===== config.mk =====
export PLATFORM = sky130hd
export DESIGN_NAME = hazard_forward_unit
export DESIGN_NICKNAME = d
export VERILOG_FILES = /design/src/rtl/hazard_forward_unit.sv
export SDC_FILE = /design/constraint.sdc
export NUM_CORES = 1
export LEC_CHECK = 0
export CAP_MARGIN = 30
export CORE_MARGIN = 3
export CORE_UTILIZATION = 49
export DETAILED_ROUTE_END_ITERATION = 16
export PLACE_DENSITY_LB_ADDON = 0.08
export SLEW_MARGIN = 20
export SYNTH_ARGS = -nofsm -noshare
export SYNTH_HDL_FRONTEND = slang
export SYNTH_SLANG_ARGS = --single-unit

===== constraint.sdc =====
create_clock -name clk -period 2.3 [get_ports clk]
set_input_delay 0.345 -clock clk [delete_from_list [all_inputs] [get_ports clk]]
set_output_delay 0.345 -clock clk [all_outputs]
set_load 0.02 [all_outputs]

===== src/rtl/hazard_forward_unit.sv =====
// hazard_forward_unit: scoreboard-based operand forwarding and load-use / mult-div stall generation beside ID.
// Define HAZARD_STATS_EN to add saturating stallCnt / mdStallCnt outputs.
module hazard_forward_unit #(
   parameter int REG_W      = 5,
   parameter int DEPTH      = 3,
   parameter int LOAD_READY = 1,
   parameter int MD_LAT     = 32,
   localparam int FWD_W     = $clog2(DEPTH + 1)
) (
   input  logic             clk,
   input  logic             reset,
   input  logic             idValid,
   input  logic [REG_W-1:0] idRs,
   input  logic [REG_W-1:0] idRt,
   input  logic             idUseRs,
   input  logic             idUseRt,
   input  logic [REG_W-1:0] idDest,
   input  logic             idRegWrite,
   input  logic             idMemRead,
   input  logic             idMdStart,
   input  logic             idMdRead,
   output logic [FWD_W-1:0] fwdRs,
   output logic [FWD_W-1:0] fwdRt,
   output logic             stall,
`ifdef HAZARD_STATS_EN
   output logic [15:0]      stallCnt,
   output logic [15:0]      mdStallCnt,
`endif
   output logic             mdBusy
);
   localparam int MD_W = $clog2(MD_LAT + 1);

   logic [DEPTH-1:0] valid, is_load;
   logic [REG_W-1:0] dest [DEPTH];
   logic [MD_W-1:0]  md_cnt;
   logic             lu_rs, lu_rt, load_use, md_hazard;

   // Scan oldest to youngest so the youngest match overwrites older ones.
   always_comb begin
      fwdRs = '0;
      fwdRt = '0;
      lu_rs = 1'b0;
      lu_rt = 1'b0;
      for (int k = DEPTH - 1; k >= 0; k--) begin
         if (valid[k] && dest[k] == idRs && idUseRs && idRs != '0) begin
            fwdRs = FWD_W'(k + 1);
            lu_rs = is_load[k] && (k < LOAD_READY);
         end
         if (valid[k] && dest[k] == idRt && idUseRt && idRt != '0) begin
            fwdRt = FWD_W'(k + 1);
            lu_rt = is_load[k] && (k < LOAD_READY);
         end
      end
   end

   assign load_use  = lu_rs | lu_rt;
   assign mdBusy    = md_cnt != '0;
   assign md_hazard = mdBusy & (idMdRead | idMdStart);
   assign stall     = idValid & (load_use | md_hazard);

   always_ff @(posedge clk) begin
      if (reset) begin
         valid   <= '0;
         is_load <= '0;
         md_cnt  <= '0;
         for (int k = 0; k < DEPTH; k++) dest[k] <= '0;
      end else begin
         for (int k = 1; k < DEPTH; k++) begin
            valid[k]   <= valid[k-1];
            is_load[k] <= is_load[k-1];
            dest[k]    <= dest[k-1];
         end
         valid[0]   <= !stall && idValid && idRegWrite && idDest != '0;
         is_load[0] <= idMemRead;
         dest[0]    <= idDest;
         if (idMdStart && idValid && !stall) md_cnt <= MD_W'(MD_LAT);
         else if (md_cnt != '0) md_cnt <= md_cnt - 1'b1;
      end
   end

`ifdef HAZARD_STATS_EN
   always_ff @(posedge clk) begin
      if (reset) begin
         stallCnt   <= '0;
         mdStallCnt <= '0;
      end else begin
         if (stall && stallCnt != 16'hFFFF) stallCnt <= stallCnt + 16'd1;
         if (stall && md_hazard && mdStallCnt != 16'hFFFF) mdStallCnt <= mdStallCnt + 16'd1;
      end
   end
`endif
endmodule


# Yosys cells after proc, flatten, opt, wreduce, memory -nomap -nowiden

Memories as Yosys holds them, arrays and structs flattened.
Index checks and enable logic that the tools add are counted.

Bits in writable memories: 15
Memories kept: 1
Output and inout port bits: 6
Bits of input ports: 24
Flip-flop bits (word level): 10

Memories:

| name | words | width | rd ports | clocked after Yosys merged registers in | write ports | RTL line | source |
|---|---|---|---|---|---|---|---|
| dest | 3     | 5     | 3        | 0                                       | 3           | 34       | `logic [REG_W-1:0] dest [DEPTH];` |

Equality and inequality tests: 6
Bitwise logic cells: 8
Add/sub/neg operators: 1
Reductions and logical operators: 30
Muxes and demuxes: 16

Operators with widths:

| kind                                              | number |
|---|---|
| == test 5 bit                                     | 6 |
| logical AND 1 bit                                 | 23 |
| 2-to-1 mux 5 bit                                  | 3 |
| nonzero test 5 bit                                | 3 |
| 2-to-1 mux 2 bit                                  | 6 |
| 2-to-1 mux 6 bit                                  | 2 |
| OR 1 bit                                          | 6 |
| nonzero test 6 bit                                | 1 |
| subtractor 6 x 1 -> 6 bit (second input constant) | 1 |
| 2-to-1 mux 1 bit                                  | 5 |
| bitwise AND 1 bit                                 | 2 |
| nonzero test 2 bit                                | 1 |
| OR reduction 2 bit                                | 1 |
| zero test 1 bit                                   | 1 |

# Longest topological paths before layout

Word-level depth: 12
Depth in mapped cells: 7
Gate-level depth less buffers: 7

# Worst setup path before layout

OpenSTA, ideal clock, no wires.

Path type: in2out
Start point: input port idRs[0]
End point: output port fwdRs[1]
Required time: 1955 ps
Buffers on the path: 0
Stages on the path: 4
Slack: 169 ps
Data arrival time: 1786 ps
Path through: or4_4 > o21ai_4 > and4b_4 > a211oi_1

Longest elaborated chain between the ends: 7
Elaborated cells between the ends (all ways): 16
Classes of those cells: 3 x eq/ne; 3 x mux; 10 x reduce/logical

RTL lines:

| element                         | RTL line | source |
|---|---|---|
| start, declared                 | 13       | `input logic [REG_W-1:0] idRs,` |
| == test 5 bit                   | 45       | `if (valid[k] && dest[k] == idRs && idUseRs && idRs != '0) begin` |
| logical AND 1 bit (3 in series) | 45       |  |
| 2-to-1 mux 2 bit (2 in series)  | 45       |  |
| 2-to-1 mux 2 bit *              | 45       |  |
| end, declared                   | 22       | `output logic [FWD_W-1:0] fwdRs,` |

Every way passes the cells marked *; elsewhere a longest branch is shown, timed or not.

==> run summary <==
H-tree Lvls -> 1
Final setup viols -> 0
# diodes -> 0
I/O pins -> 30
initial antenna violation count -> 0
clk root buf -> clkbuf_4
CP peak stage delay -> 0.36 ns
DR iter-0 viols -> 43
Crit Path Class -> flip-flop to output port
Async SR Flop Fraction -> 0
mapped cell area -> 0.00129 mm2
met1 usage in global routing -> 0.226
Placeable Area -> 0.00236 mm2
first drt pass iteration count -> 4
fin crit share -> 0.992
area grow syn2layout -> 40.7%
crit-path max FO -> 3
Synth Flop Type -> dfxtp_1
peak supply drop -> 0.784 mV
busiest grt layer -> met2
largest net degree at the start of global routing -> 16
Seq/Total Area, Yosys -> 0.388
critical path arrival -> 1.94 ns
placer's final routability congestion estimate -> 0.867
FF-to-FF setup slack -> 0.52 ns
Tot GR Track Use -> 0.180
ANT nets after route -> 0
Worst Hold Depth -> 1
post-route minimum period -> 2.28 ns
Clock Latency Late Sink -> 0.31 ns
DRC Markers -> 0
FF+latch count, synth -> 25
hold path start -> valid[1]
nets@finish -> 214
Die X -> 57.3 um
CTS Buf Count -> 3
relative max-transition margin -> 0.689
dpl ws -> -0.688 ns
R2R Path End -> md_cnt[1]
Routed wire per std cell -> 13.7 um
most frequent CP cell -> buf_4
Final Max Tran Viols -> 0
Worst EP required -> 1.96 ns
average size of a mapped cell -> 9.49 um2
via count of the routed design -> 1136
unrepaired setup endpoints after global routing -> yes
WHS Endpoint -> valid[2]
gr ovfl total -> 0
clock transition at the registers of the reported paths -> 0.13 ns
Fill cells -> 175
max-cap violations -> 0
CP max stage cell -> dfxtp_2
pwr dens -> 686 mW/mm2
Static Leak -> 0.752 nW
CP Cell Sequence -> xor2_1 -> nor4_2 -> buf_4 -> and4b_4 -> o21ai_4 -> a21boi_1 -> buf_4
clk sinks -> 25
final setup margin -> 0.0174 ns
Post-synth EDFFs -> 0
Max Root-Sink Buffers -> 2
GR Util met3 -> 0.0385
worst hold margin -> 0.513 ns
Hold/Removal Path Class -> flip-flop to flip-flop
CTS tree -> yes
Hold Fails Final Rpt -> 0
Vias/cell -> 5.26
Setup crit start kind -> flip-flop
first-pass GRT wire length -> 4.63 mm
status -> finished clean
die area -> 0.00328 mm2
met2 Use GR -> 0.315
worst-margin pin slew -> 0.465 ns
proportion of layout cells with a drive suffix above 1 -> 0.266
# port buffers -> 29
Setup Skew -> 0.000919 ns
vias in the first global route -> 1110
Die Y -> 57.3 um
FF-to-FF Start -> dest[0][3]
final wirelength -> 2.95 mm
Setup crit end kind -> output port
Rows -> 17
Post-Synthesis Cells -> 136
reg2reg path depth -> 7
Initial Util -> 0.546
hpwl dp -> 2.33 mm
syn nets -> 161
FMAX -> 0.438 GHz
Netlist cell types -> 32
Yosys Warn Count -> 0
==> sequential cells by signal, indices dropped and copies added (netlist names) <==
register,count
dest,15
is_load,1
md_cnt,6
valid,3
==> kinds of logic (layout without fill, tap and decap cells) <==
logic type,Yosys count,after routing,synth area share
compound gates,17,17,0.102
xor+xnor,33,33,0.224
fa+ha+maj,1,1,0.00970
buf+inv,5,57,0.0146
flops,25,25,0.388
simple gates,55,55,0.262
==> report_power, final <==
group	leakage [nW]	switching [mW]	internal (mW)
Combinational	0.532	0.251	0.265
Clock	0.0139	0.125	0.0662
Sequential	0.207	0.0498	0.488
==> cells in the final DEF, fill, tap and decap left out, drive strengths merged <==
cell | synthesis | routed
inv | 3 | 3
and4b | 1 | 1
o2111a | 1 | 1
or4b | 1 | 1
o21ai | 5 | 5
dfxtp | 25 | 25
o31ai | 1 | 1
a21bo | 1 | 1
ha | 1 | 1
nor4 | 5 | 5
a21boi | 1 | 1
nand2b | 1 | 1
nand4 | 2 | 2
clkinvlp | 0 | 1
nor2b | 18 | 18
clkdlybuf4s15 | 0 | 1
nand3 | 4 | 4
nand2 | 4 | 4
xnor2 | 17 | 17
clkbuf | 2 | 5
dlymetal6s2s | 0 | 2
and3 | 2 | 2
a21oi | 3 | 3
nor2 | 7 | 7
a211oi | 4 | 4
buf | 0 | 26
dlygate4sd2 | 0 | 5
nor3 | 6 | 6
nand4b | 2 | 2
xor2 | 16 | 16
or4 | 2 | 2
a41o | 1 | 1
clkdlybuf4s50 | 0 | 14
==> cell usage after synthesis (all sizes together), types with 2 or more instances <==
library cell / number / area [um2]
or4: 2 / 18.8
xnor2: 17 / 149
nor4: 5 / 37.5
nor3: 6 / 35.0
nand3: 4 / 20.0
inv: 3 / 11.3
clkbuf: 2 / 7.51
nand2: 4 / 15.0
dfxtp: 25 / 500
xor2: 16 / 140
and3: 2 / 12.5
a21oi: 3 / 15.0
nor2: 7 / 26.3
nand4b: 2 / 17.5
o21ai: 5 / 40.0
nand4: 2 / 12.5
nor2b: 18 / 113
a211oi: 4 / 30.0
==> layer usage <==
metal  wire length (um)  vias to the layer above
met3                162                        4
met5                  0                        -
met2               1340                       32
met1               1400                      521
met4                 39                        0
li1                   -                      579
==> through the flow <==
| stage | util | power (mW) | cell area [um2] | instances | setup TNS, ns |
|---|---|---|---|---|---|
| 2_1_floorplan | - | 0.863 | 1290 | 136 | 0 |
| 3_3_place_gp | 0.735 | 1.04 | 1740 | 208 | -2.86 |
| 3_5_place_dp | 0.735 | 1.06 | 1740 | 208 | -3.33 |
| 4_1_cts | 0.760 | 1.26 | 1790 | 214 | 0 |
| 5_1_grt | 0.769 | 1.34 | 1820 | 216 | -0.101 |
| 6_report | 0.769 | 1.25 | 1820 | 216 | 0 |
==> worst max-delay path: cells and delay by family (launching register included) <==
kind                      cells  cell delay [ns]
buffers and inverters         2             0.32
xor gates and xnor gates      1             0.16
DFF                           1             0.36
and+or+nand+nor               2             0.58
AOI/OAI and AO/OA             2             0.20
==> cell type report <==
type / instances / area, um2 / area share
Multi-Input combinational cell: 106 / 813 / 0.448
Clock inverter: 1 / 7.51 / 0.00414
Sequential cell: 25 / 505 / 0.278
Tap cell: 28 / 35.0 / 0.0193
Timing Repair Buffer: 50 / 420 / 0.232
Inverter: 3 / 11.3 / 0.00620
Clock buffer: 3 / 22.5 / 0.0124
==> timing repair <==
action                     in CTS  in global routing
hold buffers                    0                  0
resized for setup              44                 11
gates cloned                    0                  0
setup endpoints to repair       5                  6
buffers inserted                2                  2
pin swaps                       6                  6
==> worst max path at each step <==
stage / cells after the start / slack (ns) / endpoint / from
floorplan: 4 / 0.17 / fwdRs[1] / idRs[0]
CTS: 7 / 0.001 / stall / idRs[4]
global route: 7 / -0.10 / stall / dest[0][3]
detailed placement: 7 / -0.69 / stall / idRt[0]
global placement: 8 / -0.62 / stall / idRs[3]
finish: 7 / 0.02 / stall / dest[0][3]
(Power assumes the default switching activity.)
